### src/rtl/preamble_sfd_detect.sv
// Preamble (SYNC ones run) and SFD detector for the 802.11b 1 Mbps DSSS receive path.
// Qualifies a run of descrambled ones, then searches a bounded window for the LSB-first SFD.
module preamble_sfd_detect #(
  parameter int          ONES_THRESHOLD = 32,
  parameter int          SYNC_ERR_TOL   = 0,
  parameter logic [15:0] SFD_PATTERN    = 16'hF3A0,
  parameter int          SFD_TIMEOUT    = 128,
  parameter int          CNT_W          = 8
) (
  input  logic clk,
  input  logic reset_n,
  input  logic data_bit,
  input  logic data_valid,
  input  logic clear,
  output logic preamble_detected,
  output logic sfd_detected,
  output logic sfd_timeout,
  output logic locked
);

  localparam logic [CNT_W-1:0] ONES_TH = CNT_W'(ONES_THRESHOLD);
  localparam logic [CNT_W-1:0] ERR_TOL = CNT_W'(SYNC_ERR_TOL);
  localparam logic [CNT_W-1:0] WIN_MAX = CNT_W'(SFD_TIMEOUT);
  localparam logic [CNT_W-1:0] CNT_ONE = CNT_W'(1);

  typedef enum logic [1:0] {
    IDLE       = 2'd0,
    SYNC       = 2'd1,
    SFD_SEARCH = 2'd2,
    LOCKED     = 2'd3
  } state_e;

  state_e           state_q, state_d;
  logic [CNT_W-1:0] ones_cnt_q, ones_cnt_d;
  logic [CNT_W-1:0] err_cnt_q, err_cnt_d;
  logic [CNT_W-1:0] win_cnt_q, win_cnt_d;
  logic [15:0]      sfd_sr_q, sfd_sr_d;
  logic             pre_q, pre_d;
  logic             sfd_q, sfd_d;
  logic             tmo_q, tmo_d;
  logic             locked_q, locked_d;

  logic [CNT_W-1:0] ones_inc, err_inc, win_inc;
  logic [15:0]      sr_shift;

  assign ones_inc = ones_cnt_q + CNT_ONE;
  assign err_inc  = err_cnt_q + CNT_ONE;
  assign win_inc  = win_cnt_q + CNT_ONE;
  assign sr_shift = {data_bit, sfd_sr_q[15:1]};

  always_comb begin
    state_d    = state_q;
    ones_cnt_d = ones_cnt_q;
    err_cnt_d  = err_cnt_q;
    win_cnt_d  = win_cnt_q;
    sfd_sr_d   = sfd_sr_q;
    pre_d      = 1'b0;
    sfd_d      = 1'b0;
    tmo_d      = 1'b0;
    locked_d   = locked_q;

    if (clear) begin
      state_d    = IDLE;
      ones_cnt_d = '0;
      err_cnt_d  = '0;
      win_cnt_d  = '0;
      sfd_sr_d   = '0;
      locked_d   = 1'b0;
    end else begin
      unique case (state_q)
        IDLE: begin
          if (data_valid && data_bit) begin
            state_d    = SYNC;
            ones_cnt_d = CNT_ONE;
            err_cnt_d  = '0;
          end
        end
        SYNC: begin
          if (data_valid) begin
            if (data_bit) begin
              ones_cnt_d = ones_inc;
              if (ones_inc == ONES_TH) begin
                state_d   = SFD_SEARCH;
                pre_d     = 1'b1;
                sfd_sr_d  = 16'hFFFF;
                win_cnt_d = '0;
              end
            end else begin
              // Zeros accumulate across the run; only exceeding the tolerance restarts it.
              err_cnt_d = err_inc;
              if (err_inc > ERR_TOL) begin
                state_d    = IDLE;
                ones_cnt_d = '0;
                err_cnt_d  = '0;
                win_cnt_d  = '0;
              end
            end
          end
        end
        SFD_SEARCH: begin
          if (data_valid) begin
            sfd_sr_d  = sr_shift;
            win_cnt_d = win_inc;
            if (sr_shift == SFD_PATTERN) begin
              state_d  = LOCKED;
              sfd_d    = 1'b1;
              locked_d = 1'b1;
            end else if (win_inc == WIN_MAX) begin
              state_d    = IDLE;
              tmo_d      = 1'b1;
              ones_cnt_d = '0;
              err_cnt_d  = '0;
              win_cnt_d  = '0;
            end
          end
        end
        LOCKED: begin
          locked_d = 1'b1;
        end
        default: begin
          state_d = IDLE;
        end
      endcase
    end
  end

  always_ff @(posedge clk or negedge reset_n) begin
    if (!reset_n) begin
      state_q    <= IDLE;
      ones_cnt_q <= '0;
      err_cnt_q  <= '0;
      win_cnt_q  <= '0;
      sfd_sr_q   <= 16'hFFFF;
      pre_q      <= 1'b0;
      sfd_q      <= 1'b0;
      tmo_q      <= 1'b0;
      locked_q   <= 1'b0;
    end else begin
      state_q    <= state_d;
      ones_cnt_q <= ones_cnt_d;
      err_cnt_q  <= err_cnt_d;
      win_cnt_q  <= win_cnt_d;
      sfd_sr_q   <= sfd_sr_d;
      pre_q      <= pre_d;
      sfd_q      <= sfd_d;
      tmo_q      <= tmo_d;
      locked_q   <= locked_d;
    end
  end

  assign preamble_detected = pre_q;
  assign sfd_detected      = sfd_q;
  assign sfd_timeout       = tmo_q;
  assign locked            = locked_q;

endmodule

### config.mk
export PLATFORM = sky130hd
export DESIGN_NAME = preamble_sfd_detect
export DESIGN_NICKNAME = d
export VERILOG_FILES = /design/src/rtl/preamble_sfd_detect.sv
export SDC_FILE = /design/constraint.sdc
export NUM_CORES = 1
export LEC_CHECK = 0
export BUFFER_PORTS_ARGS = -buffer_cell sky130_fd_sc_hd__buf_2
export CAP_MARGIN = 20
export CELL_PAD_IN_SITES_DETAIL_PLACEMENT = 2
export CELL_PAD_IN_SITES_GLOBAL_PLACEMENT = 2
export CORE_ASPECT_RATIO = 0.7
export CORE_UTILIZATION = 30
export DETAILED_ROUTE_END_ITERATION = 12
export HOLD_SLACK_MARGIN = 0.03
export PLACE_DENSITY = 0.69
export SLEW_MARGIN = 20
export SYNTH_ARGS = -nofsm -noshare
export SYNTH_HDL_FRONTEND = slang
export SYNTH_SLANG_ARGS = --single-unit
### constraint.sdc
create_clock -name clk -period 2.9 [get_ports clk]
set_input_delay 0.145 -clock clk [delete_from_list [all_inputs] [get_ports clk]]
set_output_delay 0.145 -clock clk [all_outputs]
set_load 0.005 [all_outputs]
# After elaboration in Yosys (flattened, before gate mapping)
# Cells that the tools add are included.
# W data, S select, Z words.
totals:
  ff_bits: 46
  out_inout_bits: 4
  wordCells: 99
op_classes:
  n_addsub: 3
  n_lt_le_gt_ge: 1
  eq_ne: 18
  muxes: 57
  reduce_logical: 11
op_table:
  columns: ["cell", "count"]
  rows:
  - ["$mux W8", 20]
  - ["$mux W16", 5]
  - ["$pmux W8 S3", 2]
  - ["$pmux W16 S2", 1]
  - ["$ne A3 B3 Y1 const B", 9]
  - ["$add A8 B1 Y8 const B", 3]
  - ["$reduce_and A7 Y1", 3]
  - ["$mux W2", 9]
  - ["$mux W1", 17]
  - ["$eq A16 B16 Y1 const B", 1]
  - ["$pmux W8 S2", 1]
  - ["$ne A4 B4 Y1 const B", 3]
  - ["$reduce_and A5 Y1", 2]
  - ["$eq A8 B6 Y1 const B", 1]
  - ["$eq A8 B8 Y1 const B", 1]
  - ["$gt A8 B1 Y1 const B", 1]
  - ["$pmux W2 S3", 1]
  - ["$reduce_bool A3 Y1", 2]
  - ["$eq A2 B2 Y1 const B", 2]
  - ["$reduce_bool A4 Y1", 1]
  - ["$reduce_and A3 Y1", 1]
  - ["$eq A2 B1 Y1 const B", 1]
  - ["$logic_not A2 Y1", 1]
  - ["$pmux W1 S2", 1]
  - ["$logic_and A1 B1 Y1", 1]

# Depth between registers and ports, before layout
# Gate-level depths: netlist of the first run.
logic_depth:
  ltp_word: 7
  depth_mapped: 9

# Worst setup path after synthesis of the first run
# OpenSTA, ideal clock, no wires.
synth_path:
  path_kind: "register to register"
  from: "reg sfd_sr_q[6]"
  to: "reg ones_cnt_q[0]"
  setup_ns: 0.125
  t_arrival_ns: 2.283
  t_required_ns: 2.775
  setup_slack_ns: 0.492
  stages_incl_launch_ff: 8
  path_buffers: 1
  cell_sequence: "dfstp_2 -> or4bb_1 -> nor4_4 -> a211oi_4 -> nor2_2 -> or2_1 -> buf_6 -> mux2_4"
synth_via:
  elab_chain_cells: 3
synth_lines:
  columns: ["element", "line_no", "rtl"]
  rows:
  - ["from (decl)", "37", "logic [15:0] sfd_sr_q, sfd_sr_d;"]
  - ["from (signal assigned)", "143", "sfd_sr_q <= sfd_sr_d;"]
  - ["$eq A16 B16 Y1", "104", "if (sr_shift == SFD_PATTERN) begin"]
  - ["$ne A3 B3 Y1 (no source line)", null, null]
  - ["$reduce_and A7 Y1 (no source line)", null, null]
  - ["to (signal assigned)", "140", "ones_cnt_q <= ones_cnt_d;"]
  - ["to (decl)", "34", "logic [CNT_W-1:0] ones_cnt_q, ones_cnt_d;"]
# Every way passes these cells.
# A chain may end at the register's enable or synchronous reset.

# Worst setup path after layout of the first run
layout_path:
  from: "reg win_cnt_q[0]"
  to: "reg ones_cnt_q[3]"
layout_via:
  elab_chain_cells: 4
layout_lines:
  columns: ["element", "line_no", "rtl"]
  rows:
  - ["from (decl)", "36", "logic [CNT_W-1:0] win_cnt_q, win_cnt_d;"]
  - ["from (signal assigned)", "142", "win_cnt_q <= win_cnt_d;"]
  - ["$add A8 B1 Y8", "48", "assign win_inc = win_cnt_q + CNT_ONE;"]
  - ["$eq A8 B8 Y1", "108", "end else if (win_inc == WIN_MAX) begin"]
  - ["$ne A3 B3 Y1 (no source line)", null, null]
  - ["$reduce_and A7 Y1 (no source line)", null, null]
# Every way passes these cells.

==> impl_metrics.py, run 1 <==
metrics = {
    "grt": {
        "grt_pass1_vias": 2195,
        "antenna_found_initial": 0,
        "grt_pass1_wl_mm": 11.6,
        "grt_max_degree": 46,
        "gr-usage-all-layers": 0.166,
        "grt_overflow": 0,
    },
    "route": {
        "drtPass1Iterations": 4,
        "drtIter0Drc": 68,
        "drt-met1-wl_mm": 3.76,
        "drc": 0,
        "routed.top_layer": "met4",
        "vias_per_cell": 5.44,
        "wire_per_inst_um": 17.9,
        "dr_wl_met3_um": 114,
        "met2WireLength_mm": 2.71,
        "wirelength_mm": 6.67,
        "antenna_left": 0,
        "vias": 2029,
    },
    "critical_path": {
        "cp_slowest_cell": "or4_4",
        "r2r_cells": 7,
        "crit_path_start_kind": "flop",
        "slowest_delay_ns": 0.58,
        "crit_chain": "nand3_2 -> or4_4 -> a211oi_4 -> nor2_2 -> or2_1 -> buf_4 -> o41ai_2",
        "cp.depth": 7,
        "crit_fanout": 7,
        "critPathRequiredTime_ns": 3.07,
        "cp_top_family": "simple AND/OR/NAND/NOR gates",
        "worstPathBufferInverterCount": 1,
        "cp.arrival_ns": 2.79,
        "crit_type": "reg -> reg",
        "end_kind": "flop",
    },
    "clock_tree": {
        "cts_tree": "built",
        "cts_sinks": 45,
        "clock_latency_ns": 0.28,
        "root_buffer": "clkbuf_16",
        "cts_buffer_depth": 2,
        "clkTransAtPathRegs_ns": 0.06,
        "cts_buffers": 5,
        "h-tree-depth": 2,
    },
    "sta": {
        "rsz0062_at_grt": "no",
        "worstMarginPinSlew_ns": 0.814,
        "tns_ns": 0,
        "whs_ns": 0.219,
        "worst_slew_margin_rel": 0.457,
        "slew_violations": 0,
        "max_freq_mhz": 382,
        "hold_violations": 0,
        "finalCriticalPeriod_ns": 2.61,
        "finalWorstSetupSlack_ns": 0.285,
        "fin_skew_ns": 0.00614,
        "post-route-period-util": 0.902,
        "setup_violations": 0,
    },
    "place": {
        "hpwlAfterDp_mm": 4.74,
        "pre_cts_ws_ns": 0.307,
        "gp_congestion": 0.736,
        "portBuffers": 8,
    },
    "yosys": {
        "yosysWarnings": 0,
        "synth_top_area_share": 0.293,
        "synth_edf_count": 0,
        "yosysTopAreaCell": "dfrtp_1",
        "avgSynthCellArea_um2": 9.90,
        "synthCells": 259,
        "ys_types": 50,
        "yosysSeqAreaShare": 0.447,
        "ys_ff_latch": 45,
        "synth_area_leaders": "dfrtp_1 29%, dfstp_2 15%, nand2_1 4.4%",
        "syn_nets": 272,
        "syn_area_um2": 2560,
        "async_reset_ff_frac": 1.00,
        "synth_flop_cell": "dfrtp_1",
    },
    "die": {
        "fp.dieW_um": 112,
        "pin_count": 9,
        "coreArea_um2": 8070,
        "rows": 27,
        "start_util": 0.318,
        "dieArea_um2": 8930,
        "die_h_um": 79.3,
    },
    "power": {
        "ir_drop_mv": 0.230,
        "p_leak_nw": 1.22,
        "power_mw": 1.86,
        "powerDensity_nw_per_um2": 642,
    },
    "cells_and_area": {
        "final_layout_size_suffix_gt1_frac": 0.206,
        "fill_cells": 883,
        "final_nets": 284,
        "syn_to_final_growth_pct": 13.1,
        "n_antenna_cell": 0,
    },
    "min_path": {
        "hold_path.class": "in -> reg",
        "hold_path_depth": 2,
    },
    "run": {
        "max-cap-violations": 0,
    },
    "outcome": {
        "status": "finished, final reports clean",
    },
}
==> cells in the mapped netlist, drive strengths merged, types with 2 or more instances <==
library cell / number
a211oi: 2
a21o: 2
a21oi: 23
and2: 2
and3: 9
and4: 2
clkbuf: 9
dfrtp: 30
dfstp: 15
ha: 8
inv: 6
mux2: 5
mux2i: 2
nand2: 30
nand2b: 4
nand3: 13
nand4: 2
nand4b: 2
nor2: 7
nor2b: 7
nor3: 6
nor3b: 2
o211ai: 3
o21ai: 13
o21bai: 15
o22ai: 2
o2bb2ai: 6
o31ai: 7
o41ai: 6
or2: 2
or3: 4
or4: 2
==> final timing paths <==
path	end	slack, ns	start
worst min register to register	sfd_sr_q[1]$_DFFE_PN1P_	0.47	sfd_sr_q[1]$_DFFE_PN1P_
worst max-delay path	ones_cnt_q[3]$_DFFE_PN0P_	0.29	win_cnt_q[0]$_DFFE_PN0P_
worst min-delay path	sfd_timeout$_DFF_PN0_	0.22	data_valid
max in group asynchronous	locked$_DFFE_PN0P_	2.08	reset_n
worst max register to register	ones_cnt_q[3]$_DFFE_PN0P_	0.29	win_cnt_q[0]$_DFFE_PN0P_
min in group asynchronous	win_cnt_q[2]$_DFFE_PN0P_	0.42	reset_n
==> state kept, by name, summed over array words and instances (netlist names), 2 cells and up <==
signal and count:
sfd_sr_q 15, win_cnt_q 8, state_q 2, ones_cnt_q 8, err_cnt_q 8
==> metal layers <==
metal  vias to the layer above  GRT usage
met3                         9     0.0298
met5                         -          0
met1                      1026      0.250
met4                         0     0.0480
met2                        13      0.240
li1                        981          -
==> metrics by stage <==
stage	cell area, um2	std cells	util
after floorplan	2560	259	-
after global placement	2730	364	0.338
after global routing	2900	373	0.359
after CTS	2890	372	0.358
after detailed placement	2730	364	0.338
final	2900	373	0.359
==> area by class of cell <==
class                   count  area [um2]  area share
repair buffers             15        97.6      0.0336
clock buffers               7         153      0.0526
clock inverters             1        5.00     0.00173
multi-input cells         197        1350       0.465
flip-flops and latches     45        1140       0.395
well taps                 101         126      0.0436
inverters                   7        26.3     0.00906
==> placed cells by master (no fill, tap or decap), types with 3 or more instances in the layout <==
cell type	Yosys	routed
nand2_1	30	30
dfrtp_1	30	30
a21oi_1	22	22
o21bai_1	15	15
dfstp_2	15	15
o21ai_0	13	13
nand3_1	12	12
and3_1	9	9
ha_1	8	8
nor2b_1	7	7
o31ai_1	7	7
buf_2	0	7
buf_4	0	7
inv_1	6	6
nor2_1	6	6
o2bb2ai_1	6	6
nor3_1	6	6
o41ai_2	6	6
clkbuf_16	0	5
nand2b_1	4	4
or3_1	4	4
mux2_2	4	4
o211ai_1	3	3
==> logic make-up (layout without fill, tap and decap cells) <==
group	after synthesis	in the layout	synth area share
simple gates	98	98	0.214
buf+inv	17	30	0.0278
compound gates	83	83	0.238
flops	45	45	0.447
fa+ha+maj	8	8	0.0390
xor+xnor	1	1	0.00342
mux	7	7	0.0312
==> timing repair <==
action | CTS | global route
hold endpoints to repair | 0 | 30
hold buffers | 0 | 1
gates resized for setup | 0 | 0
buffers inserted | 0 | 0
==> where the power goes <==
part | internal, mW | switching [mW] | total, mW
registers | 0.739 | 0.0675 | 0.806
logic | 0.178 | 0.272 | 0.450
clock network | 0.365 | 0.240 | 0.605
(Power assumes the default switching activity.)
==> run 2, diff against run 1 <==
CORE_UTILIZATION = 42   (was 30)
CTS_BUF_LIST = sky130_fd_sc_hd__clkbuf_8   (was unset)
PLACE_DENSITY = 0.89   (was 0.69)
==> run 2 against run 1 <==
Net effect:
- first-iteration DRC count grew 29%
- sequential power grew 0.7%
- non-clock buffer count shrank 2
- die area shrank 28%
- global-route usage grew 8.1 points
- largest power group unchanged
==> impl_metrics.py, run 2 (synthesis results as in run 1) <==
metrics = {
    "die": {
        "start_util": 0.441,
        "dieArea_um2": 6430,
        "rows": 23,
        "coreArea_um2": 5810,
        "fp.dieW_um": 95.4,
        "pin_count": 9,
        "die_h_um": 67.4,
    },
    "power": {
        "p_leak_nw": 1.18,
        "powerDensity_nw_per_um2": 611,
        "power_mw": 1.71,
        "ir_drop_mv": 0.233,
    },
    "route": {
        "drtPass1Iterations": 4,
        "wirelength_mm": 7.28,
        "drc": 0,
        "antenna_left": 0,
        "vias_per_cell": 6.10,
        "drtIter0Drc": 88,
        "vias": 2106,
        "wire_per_inst_um": 21.1,
    },
    "critical_path": {
        "slowest_delay_ns": 0.55,
        "r2r_cells": 7,
        "end_kind": "flop",
        "timing.rr.start": "win_cnt_q[3]$_DFFE_PN0P_",
        "timing.rr.end": "ones_cnt_q[3]$_DFFE_PN0P_",
        "cp_top_family": "simple AND/OR/NAND/NOR gates",
        "crit_chain": "nand2_1 -> or4_4 -> a211oi_4 -> nor2_2 -> or2_1 -> buf_4 -> o41ai_2",
        "cp-startpoint": "win_cnt_q[3]$_DFFE_PN0P_",
        "critPathRequiredTime_ns": 3.10,
        "crit_fanout": 7,
        "cp.arrival_ns": 2.82,
        "cp.depth": 7,
        "cp_slowest_cell": "or4_4",
        "crit_path_start_kind": "flop",
        "cp-endpoint": "ones_cnt_q[3]$_DFFE_PN0P_",
        "reg2reg_slack_ns": 0.28,
        "worstPathBufferInverterCount": 1,
        "crit_type": "reg -> reg",
    },
    "cells_and_area": {
        "final_cell_mix": "30 x nand2_1, 30 x dfrtp_1, 22 x a21oi_1",
        "final_nets": 282,
        "regMostFlops": "sfd_sr_q",
        "fin_util": 0.481,
        "final_layout_size_suffix_gt1_frac": 0.200,
        "syn_to_final_growth_pct": 9.08,
        "largest_reg_flops": 15,
        "design_area_um2": 2800,
        "n_antenna_cell": 0,
    },
    "clock_tree": {
        "h-tree-depth": 2,
        "clkTransAtPathRegs_ns": 0.09,
        "cts_sinks": 45,
        "cts_buffers": 5,
        "cts-resized-gates": 0,
        "cts_buffer_depth": 2,
        "cts_tree": "built",
        "root_buffer": "clkbuf_8",
        "clock_latency_ns": 0.30,
    },
    "sta": {
        "worst_slew_margin_rel": 0.456,
        "worstMarginPinSlew_ns": 0.815,
        "tns_ns": 0,
        "rsz0062_at_grt": "no",
        "setup_violations": 0,
        "post-route-period-util": 0.902,
        "max_freq_mhz": 382,
        "fin_skew_ns": 0.00760,
        "slew_violations": 0,
        "finalCriticalPeriod_ns": 2.62,
        "hold_violations": 0,
    },
    "grt": {
        "grt_pass1_vias": 2239,
        "antenna_found_initial": 0,
        "grt_max_degree": 46,
        "grt_overflow": 0,
        "grt_pass1_wl_mm": 11.8,
        "gr-usage-all-layers": 0.247,
    },
    "min_path": {
        "hold_path.class": "in -> reg",
    },
    "place": {
        "gp_congestion": 0.779,
        "place_area_um2": 2680,
        "hpwlAfterDp_mm": 5.21,
        "portBuffers": 8,
    },
    "outcome": {
        "status": "finished, final reports clean",
    },
    "run": {
        "max-cap-violations": 0,
    },
}
run 2: cell count changes in the layout (fill, tap and decap cells not counted), sizes merged:
cell / delta
buf: -2
run 2: layout make-up:
| class | instances | area [um2] |
|---|---|---|
| inverter | 7 | 26.3 |
| sequential | 45 | 1140 |
| clock buffer | 7 | 96.3 |
| tap | 75 | 93.8 |
| timing repair buffer | 13 | 82.6 |
| fill | 621 | 3020 |
| multi-input combinational | 197 | 1350 |
| clock inverter | 1 | 5.00 |
run 2: what timing repair did:
| item | CTS | global route |
|---|---|---|
| endpoints found under the hold margin | 0 | 30 |
| setup buffers | 0 | 0 |
| endpoints found under the setup margin | 0 | 0 |
| hold buffers | 0 | 1 |
run 2: per-layer routing:
metal  track usage  vias to the layer above  routed length, um  share of wire
met2         0.396                       30               3350           0.46
met3        0.0405                        9                184          0.025
met1         0.346                     1096               3660           0.50
met4        0.0709                        0                 93          0.013
met5             0                        -                  0              0
li1              -                      971                  -              -
run 2: how the worst min path moves through the flow:
stage,cells after the start,slack [ns],start,end
finish,2,0.19,data_valid,sfd_timeout$_DFF_PN0_
floorplan,0,-0.15,reset_n,err_cnt_q[0]$_DFFE_PN0P_
global placement,1,0.37,reset_n,win_cnt_q[2]$_DFFE_PN0P_
CTS,1,0.05,reset_n,win_cnt_q[2]$_DFFE_PN0P_
global route,2,0.19,data_valid,sfd_detected$_DFF_PN0_
detailed placement,1,0.37,reset_n,win_cnt_q[2]$_DFFE_PN0P_
run 2: report_power, final:
group          total [mW]  internal (mW)  switching, mW
Sequential          0.812          0.738         0.0735
Clock               0.437          0.216          0.221
Combinational       0.459          0.174          0.285
run 2: stage by stage:
step / hold slack [ns] / cells / setup slack [ns]
final: 0.194 / 345 / 0.283
after global routing: 0.193 / 345 / 0.152
after CTS: 0.0481 / 344 / 0.304
after detailed placement: 0.375 / 336 / 0.324
after global placement: 0.375 / 336 / 0.443
after floorplan: -0.151 / 259 / 0.492
==> run 3, diff against run 2 <==
==> constraint.sdc (replaced) <==
create_clock -name clk -period 2.9 [get_ports clk]
set_input_delay 0.29 -clock clk [delete_from_list [all_inputs] [get_ports clk]]
set_output_delay 0.29 -clock clk [all_outputs]
set_load 0.005 [all_outputs]
==> run 3 against run 2 <==
Net effect:
- wire length up 3.5%
- worst setup slack got worse by 0.0092 ns
- sequential share of layout area rose by 0.055 points
- critical path depth stayed put
- global-route usage is 0.62 points higher
- combinational power up 3%
- core utilization fell by 0.065 points
- clock power down 6.9%
- via count grew 1.6%
- highest routed layer unchanged
==> impl_metrics.py, run 3 (synthesis results as in run 1) <==
metrics = {
    "critical_path": {
        "cp.arrival_ns": 2.82,
        "timing.rr.start": "win_cnt_q[2]$_DFFE_PN0P_",
        "r2r_cells": 7,
        "slowest_delay_ns": 0.59,
        "timing.rr.end": "ones_cnt_q[4]$_DFFE_PN0P_",
        "crit_type": "reg -> reg",
        "end_kind": "flop",
        "cp_slowest_cell": "or4_4",
        "crit_fanout": 7,
        "crit_chain": "nand3_2 -> or4_4 -> a211oi_4 -> nor2_2 -> or2_1 -> buf_4 -> o41ai_2",
        "crit_path_start_kind": "flop",
        "cp-startpoint": "win_cnt_q[2]$_DFFE_PN0P_",
        "critPathRequiredTime_ns": 3.09,
        "cp-endpoint": "ones_cnt_q[4]$_DFFE_PN0P_",
        "reg2reg_slack_ns": 0.27,
    },
    "sta": {
        "max_freq_mhz": 381,
        "fin_skew_ns": 0.00638,
        "finalCriticalPeriod_ns": 2.63,
        "setup_violations": 0,
        "post-route-period-util": 0.906,
        "worst_slew_margin_rel": 0.462,
        "worstMarginPinSlew_ns": 0.806,
        "hold_violations": 0,
        "rsz0062_at_grt": "no",
        "slew_violations": 0,
        "tns_ns": 0,
    },
    "clock_tree": {
        "cts_sinks": 45,
        "cts_buffers": 5,
        "root_buffer": "clkbuf_8",
        "hold_buffers": 0,
        "cts_tree": "built",
        "cts-resized-gates": 0,
        "post-cts-setup-buffers": 0,
        "h-tree-depth": 2,
        "cts_buffer_depth": 2,
        "clkTransAtPathRegs_ns": 0.09,
        "clock_latency_ns": 0.30,
    },
    "cells_and_area": {
        "final_layout_size_suffix_gt1_frac": 0.196,
        "final_nets": 283,
        "regMostFlops": "sfd_sr_q",
        "fill_cells": 619,
        "n_antenna_cell": 0,
        "final_cell_mix": "30 x nand2_1, 30 x dfrtp_1, 22 x a21oi_1",
        "syn_to_final_growth_pct": 8.93,
        "largest_reg_flops": 15,
    },
    "route": {
        "antenna_left": 0,
        "drtPass1Iterations": 4,
        "vias_per_cell": 6.18,
        "drtIter0Drc": 85,
        "wire_per_inst_um": 21.8,
        "drc": 0,
        "vias": 2139,
        "wirelength_mm": 7.54,
    },
    "die": {
        "fp.dieW_um": 95.4,
        "start_util": 0.441,
        "rows": 23,
        "coreArea_um2": 5810,
        "dieArea_um2": 6430,
        "die_h_um": 67.4,
        "pin_count": 9,
    },
    "grt": {
        "grt_overflow": 0,
        "grt_pass1_vias": 2257,
        "antenna_found_initial": 0,
        "grt_max_degree": 46,
        "gr-usage-all-layers": 0.253,
        "grt_pass1_wl_mm": 12.2,
    },
    "power": {
        "power_mw": 1.69,
        "p_leak_nw": 1.19,
        "powerDensity_nw_per_um2": 606,
        "ir_drop_mv": 0.327,
    },
    "place": {
        "hpwlAfterDp_mm": 5.22,
        "gp_congestion": 0.787,
        "portBuffers": 8,
    },
    "run": {
        "max-cap-violations": 0,
    },
    "outcome": {
        "status": "finished, final reports clean",
    },
    "min_path": {
        "hold_path.class": "in -> reg",
    },
}
## run 3: changes by cell type in the layout (fill, tap and decap cells not counted)
cell	change
clkbuf_8	-1
clkinv_2	-1
inv_1	+2
buf_4	+1
## run 3: power by group
part	switching [mW]	total (mW)	internal [mW]
Clock	0.219	0.407	0.188
Sequential	0.0767	0.815	0.738
Combinational	0.296	0.471	0.175
Total	0.591	1.69	1.10
## run 3: per-layer routing
metal  global-route usage  wire (um)  up-vias
li1                     -          -      985
met1                0.345       3660     1130
met2                0.432       3700       20
met3               0.0450        157        4
met4               0.0392         25        0
met5                    0          0        -
## run 3: metrics by stage
step / cell area, um2 / setup WS [ns] / hold WS, ns / util / std cells
CTS: 2780 / 0.281 / 0.202 / 0.478 / 345
detailed placement: 2690 / 0.294 / 0.474 / 0.463 / 337
global route: 2790 / 0.146 / 0.273 / 0.480 / 346
global placement: 2690 / 0.440 / 0.463 / 0.463 / 337
finish: 2790 / 0.274 / 0.270 / 0.480 / 346
floorplan: 2560 / 0.492 / -0.00559 / - / 259
## run 3: final cells by class
class	instances	area, um2	area share
Clock buffer	6	82.6	0.0296
Multi-Input combinational cell	197	1350	0.483
Timing Repair Buffer	14	90.1	0.0323
Sequential cell	45	1140	0.410
Inverter	7	26.3	0.00941
Tap cell	75	93.8	0.0336
Clock inverter	2	7.51	0.00269
## run 3: worst max-delay path: cells and delay by family (launching register included)
kind            cells  cell delay [ns]
simple gates        4             1.22
buf+inv             1             0.19
compound gates      2             0.66
flops               1             0.45
## run 3: how the worst min path moves through the flow
stage / from / end / slack, ns / depth (start not counted)
after floorplan: reset_n / err_cnt_q[0]$_DFFE_PN0P_ / -0.006 / 0
after global placement: sfd_sr_q[1]$_DFFE_PN1P_ / sfd_sr_q[1]$_DFFE_PN1P_ / 0.46 / 2
after detailed placement: sfd_sr_q[1]$_DFFE_PN1P_ / sfd_sr_q[1]$_DFFE_PN1P_ / 0.47 / 2
after CTS: reset_n / win_cnt_q[6]$_DFFE_PN0P_ / 0.20 / 1
after global routing: clear / locked$_DFFE_PN0P_ / 0.27 / 2
final: clear / locked$_DFFE_PN0P_ / 0.27 / 2
